`config.mk`:
```
export PLATFORM = sky130hd
export DESIGN_NAME = soc_led_pwm
export DESIGN_NICKNAME = d
export VERILOG_FILES = /design/src/rtl/soc_led_pwm.sv
export SDC_FILE = /design/constraint.sdc
export NUM_CORES = 1
export LEC_CHECK = 0
export CAP_MARGIN = 20
export CORE_MARGIN = 4
export CORE_UTILIZATION = 55
export CTS_CLUSTER_SIZE = 8
export DETAILED_ROUTE_END_ITERATION = 10
export GPL_ROUTABILITY_DRIVEN = 0
export PLACE_DENSITY = 0.83
export RECOVER_POWER = 50
export SYNTH_ARGS = -nofsm -noshare
export SYNTH_HDL_FRONTEND = slang
export SYNTH_SLANG_ARGS = --single-unit
```
`constraint.sdc`:
```
create_clock -name clk -period 6.45 [get_ports clk]
set_clock_uncertainty 0.15 [all_clocks]
set_input_delay 0.645 -clock clk [delete_from_list [all_inputs] [get_ports clk]]
set_output_delay 0.645 -clock clk [all_outputs]
set_load 0.1 [all_outputs]
```
`src/rtl/soc_led_pwm.sv`:
```
// Three-channel LED PWM dimmer with an Avalon-MM register slave (DUTY0..2, CTRL).
// Define SOC_LED_PWM_BLINK_EN to add the CTRL.BLINK slow on/off gating.
module soc_led_pwm #(
  parameter int PWM_BITS = 8,
  parameter int PRESCALE = 4
) (
  input  logic        clk,
  input  logic        reset,
  input  logic [1:0]  address,
  input  logic        chipselect,
  input  logic        write_n,
  input  logic [31:0] writedata,
  output logic [31:0] readdata,
  input  logic [2:0]  led_in,
  output logic [2:0]  led_pwm
);

`ifdef SOC_LED_PWM_BLINK_EN
  localparam int CTRL_W = 3;
`else
  localparam int CTRL_W = 2;
`endif

  localparam logic [15:0]         PRE_LAST = 16'(PRESCALE - 1);
  localparam logic [PWM_BITS-1:0] CNT_MAX  = '1;

  logic [15:0]         pre_q, pre_d;
  logic [PWM_BITS-1:0] cnt_q, cnt_d;
  logic [PWM_BITS-1:0] duty_q [3];
  logic [PWM_BITS-1:0] duty_d [3];
  logic [PWM_BITS-1:0] shadow_q [3];
  logic [PWM_BITS-1:0] shadow_d [3];
  logic [CTRL_W-1:0]   ctrl_q, ctrl_d;
  logic [2:0]          led_q, led_d;
  logic                we, tick, period_end, blink_gate;
  logic [2:0]          raw;
  logic                unused_wd;

  assign unused_wd = ^writedata;

`ifdef SOC_LED_PWM_BLINK_EN
  logic [3:0] blink_q, blink_d;
  assign blink_d    = period_end ? blink_q + 4'd1 : blink_q;
  assign blink_gate = ~ctrl_q[2] | blink_q[3];

  always_ff @(posedge clk) begin
    if (reset) blink_q <= '0;
    else       blink_q <= blink_d;
  end
`else
  assign blink_gate = 1'b1;
`endif

  always_comb begin
    we         = chipselect & ~write_n;
    tick       = (pre_q == PRE_LAST);
    period_end = tick && (cnt_q == CNT_MAX);
    pre_d      = tick ? '0 : pre_q + 16'd1;
    cnt_d      = tick ? cnt_q + 1'b1 : cnt_q;

    duty_d = duty_q;
    ctrl_d = ctrl_q;
    if (we) begin
      case (address)
        2'd0:    duty_d[0] = writedata[PWM_BITS-1:0];
        2'd1:    duty_d[1] = writedata[PWM_BITS-1:0];
        2'd2:    duty_d[2] = writedata[PWM_BITS-1:0];
        default: ctrl_d    = writedata[CTRL_W-1:0];
      endcase
    end

    // Shadows take the post-write DUTY value so a write landing on period end is not lost.
    shadow_d = period_end ? duty_d : shadow_q;

    for (int i = 0; i < 3; i++) begin
      raw[i] = led_in[i] & ctrl_q[0] & (cnt_q < shadow_q[i]) & blink_gate;
    end
    led_d = raw ^ {3{ctrl_q[1]}};

    case (address)
      2'd0:    readdata = 32'(duty_q[0]);
      2'd1:    readdata = 32'(duty_q[1]);
      2'd2:    readdata = 32'(duty_q[2]);
      default: readdata = 32'(ctrl_q);
    endcase
  end

  always_ff @(posedge clk) begin
    if (reset) begin
      pre_q    <= '0;
      cnt_q    <= '0;
      duty_q   <= '{default: '0};
      shadow_q <= '{default: '0};
      ctrl_q   <= '0;
      led_q    <= '0;
    end else begin
      pre_q    <= pre_d;
      cnt_q    <= cnt_d;
      duty_q   <= duty_d;
      shadow_q <= shadow_d;
      ctrl_q   <= ctrl_d;
      led_q    <= led_d;
    end
  end

  assign led_pwm = led_q;

endmodule

```
==> impl_metrics.csv <==
group,metric,value,unit
power_and_ir_drop,leakagePower,1.734,nW
synthesis,synth_edf_count,0,
synthesis,yosysSeqAreaShare,37.91,%
floorplan,die-area,8833,um^2
synthesis,syn_area_per_cell,9.457,um^2
worst_setup_path,critPathTopFamily,"buffers and inverters",
clock_tree,cts_num_sinks,77,
floorplan,core,7214,um^2
finish,instances_no_fill,556,
floorplan,rows,31,
clock_tree,holdBufCountCts,0,
synthesis,synth_seq_cells,77,
place,pre_cts_slack,2.323,ns
floorplan,die-height,93.99,um
hold_path,worstHoldPathType,"flop to flop",
grt,antenna_found_initial,0,
sta,holdWs,0.2993,ns
power_and_ir_drop,p_per_area,227.6,nW/um^2
clock_tree,clkTransAtPathRegs,0.08,ns
worst_setup_path,cp.required,5.65,ns
sta,fin_ws,2.362,ns
place,dp_hpwl,5987,um
finish,utilization,62.43,%
worst_setup_path,cp-end-kind,"output pin",
routing,routed_wl,8375,um
sta,finalSetupViolations,0,
synthesis,ys.flop_type,"dfxtp_1",
sta,worstMarginPinSlew,1.100,ns
floorplan,die_width,93.99,um
finish,final_common_cell,"dfxtp_1",
clock_tree,cts_buffers,9,
worst_setup_path,crit_path_max_fanout,13,
synthesis,synth_cell_types,38,
grt,grt_first_pass_wirelength,13590,um
clock_tree,cts_tree,"built",
place,dp.cells,540,
sta,finalMaxSlewViolations,0,
worst_setup_path,slowest_stage,"clkdlybuf4s50_1",
finish,finalNetCount,516,
worst_setup_path,path_buf_inv,2,
sta,clock.fmax,244.6,MHz
worst_setup_path,critPathKind,"input pin to output pin",
sta,finalCritPeriodShare,63.38,%
finish,diodes,0,
status,status,"finished clean",
routing,vias_per_cell,5.439,
clock_tree,clockBufferDepth,2,
clock_tree,cts_resized,0,
synthesis,ys_warn_count,0,
power_and_ir_drop,p_total,1.025,mW
finish,drive_gt1_share,11.38,%
finish,syn_to_final_growth,10.77,%
worst_setup_path,arrival,3.29,ns
sta,relSlewSlack,26.70,%
routing,vias,3024,
floorplan,io_pins,76,
synthesis,syn-cell-area,4066,um^2
grt,overflow,0,
sta,hold_violations,0,
place,dpl-instance-area,4299,um^2
worst_setup_path,max_stage_delay,1.17,ns
grt,grt_start_max_net_pins,65,
synthesis,syn_inst,430,
routing,routedWlPerCell,15.06,um
sta,rsz0062_at_grt,"no",
flow_run,maxCapViolations,0,
power_and_ir_drop,peakVddDrop,0.1125,mV
routing,dr.pass1.iters,4,
routing,drc,0,
clock_tree,root_buffer,"clkbuf_8",
routing,postRouteAntennaNets,0,
clock_tree,clock_insertion_delay_worst_skew,0.36,ns
place,port_buffers,27,
finish,layout_common_cells,"dfxtp_1 (77), nor2_1 (72), mux2i_1 (33)",
clock_tree,ctsHtreeMaxLevel,3,
routing,first_iter_violations,175,
clock_tree,post_cts_buffers,0,
sta,period_minus_slack,4.088,ns
floorplan,start_util,56.36,%
grt,grt_pass1_vias,2935,
finish,final_area,4504,um^2
synthesis,async_flop_share,0,%
grt,grt.total_usage,19.82,%
worst_setup_path,cp_cell_sequence,"dlygate4sd3_1, nor2b_1, nand2_1, o21ai_0, clkdlybuf4s50_1",
worst_setup_path,cp-start-kind,"input pin",
sta,tns,0,ns
-- final timing paths --
| path | from | end | slack [ns] | cells past startpoint |
|---|---|---|---|---|
| max | address[1] | readdata[2] | 2.36 | 5 |
| min | pre_q[0] | pre_q[0] | 0.30 | 1 |
| max reg2reg | pre_q[0] | shadow_q[20] | 3.59 | 6 |
| min reg2reg | pre_q[0] | pre_q[0] | 0.30 | 1 |
-- synthesized netlist by cell type, types with 5 or more instances --
cell	instances	area, um^2
dfxtp_1	77	1541
nor2_1	72	270.3
mux2i_1	33	330.3
inv_1	26	97.59
buf_4	24	180.2
ha_1	23	287.8
mux2_4	20	300.3
nand2_1	15	56.30
clkbuf_1	14	52.55
a21oi_1	12	60.06
xnor2_1	12	105.1
nand4_1	10	62.56
nand3_1	8	40.04
or4_1	8	60.06
nor4_1	7	43.79
o21ai_0	7	35.03
o211ai_1	6	45.04
nand2b_1	5	31.28
nor3_1	5	25.02
o31ai_1	5	37.54
-- report_power, final --
part,switching (mW),leakage (nW),internal [mW],total (mW)
sequential,0.00532,0.622,0.482,0.487
clock,0.184,0.113,0.231,0.415
combinational,0.100,0.999,0.0236,0.124
total,0.289,1.73,0.736,1.03
-- layout make-up --
| type | instances | area, um^2 |
|---|---|---|
| timing repair buffer | 31 | 287.8 |
| inverter | 26 | 97.59 |
| tap | 99 | 123.9 |
| sequential | 77 | 1541 |
| clock buffer | 10 | 137.6 |
| multi-input combinational | 307 | 2222 |
| fill | 583 | 2710 |
| clock inverter | 6 | 93.84 |
-- worst register-to-register path, stage by stage (launching register included) --
cell and delay (ns):
dfxtp_1 0.36, ha_1 0.23, nor4b_1 0.28, nand4_1 0.56, or3_1 0.55, buf_4 0.27
mux2_4 0.36
-- kinds of logic (layout without fill, tap and decap cells) --
group / count (synthesis) / count (layout) / synth area share [%]
compound gates: 36 / 36 / 5.662
xor+xnor: 15 / 15 / 3.231
fa+ha+maj: 23 / 23 / 7.077
buf+inv: 69 / 73 / 9.569
flops: 77 / 77 / 37.91
mux: 59 / 59 / 17.72
other cells: 1 / 24 / 0.09222
simple gates: 150 / 150 / 18.74
-- routing by layer --
metal / global-route usage, % / share of wire (%) / up-vias
met5: 0 / 0 / -
met4: 13.48 / 4.1 / 0
met3: 2.644 / 4.3 / 22
met2: 31.46 / 47 / 95
met1: 24.87 / 45 / 1411
li1: - / - / 1496
-- sequential cells by signal (all words and copies together) (netlist names) --
signal,count
duty_q,24
shadow_q,24
pre_q,16
cnt_q,8
led_pwm,3
ctrl_q,2
Note: power is estimated with default switching activity, not from simulation.
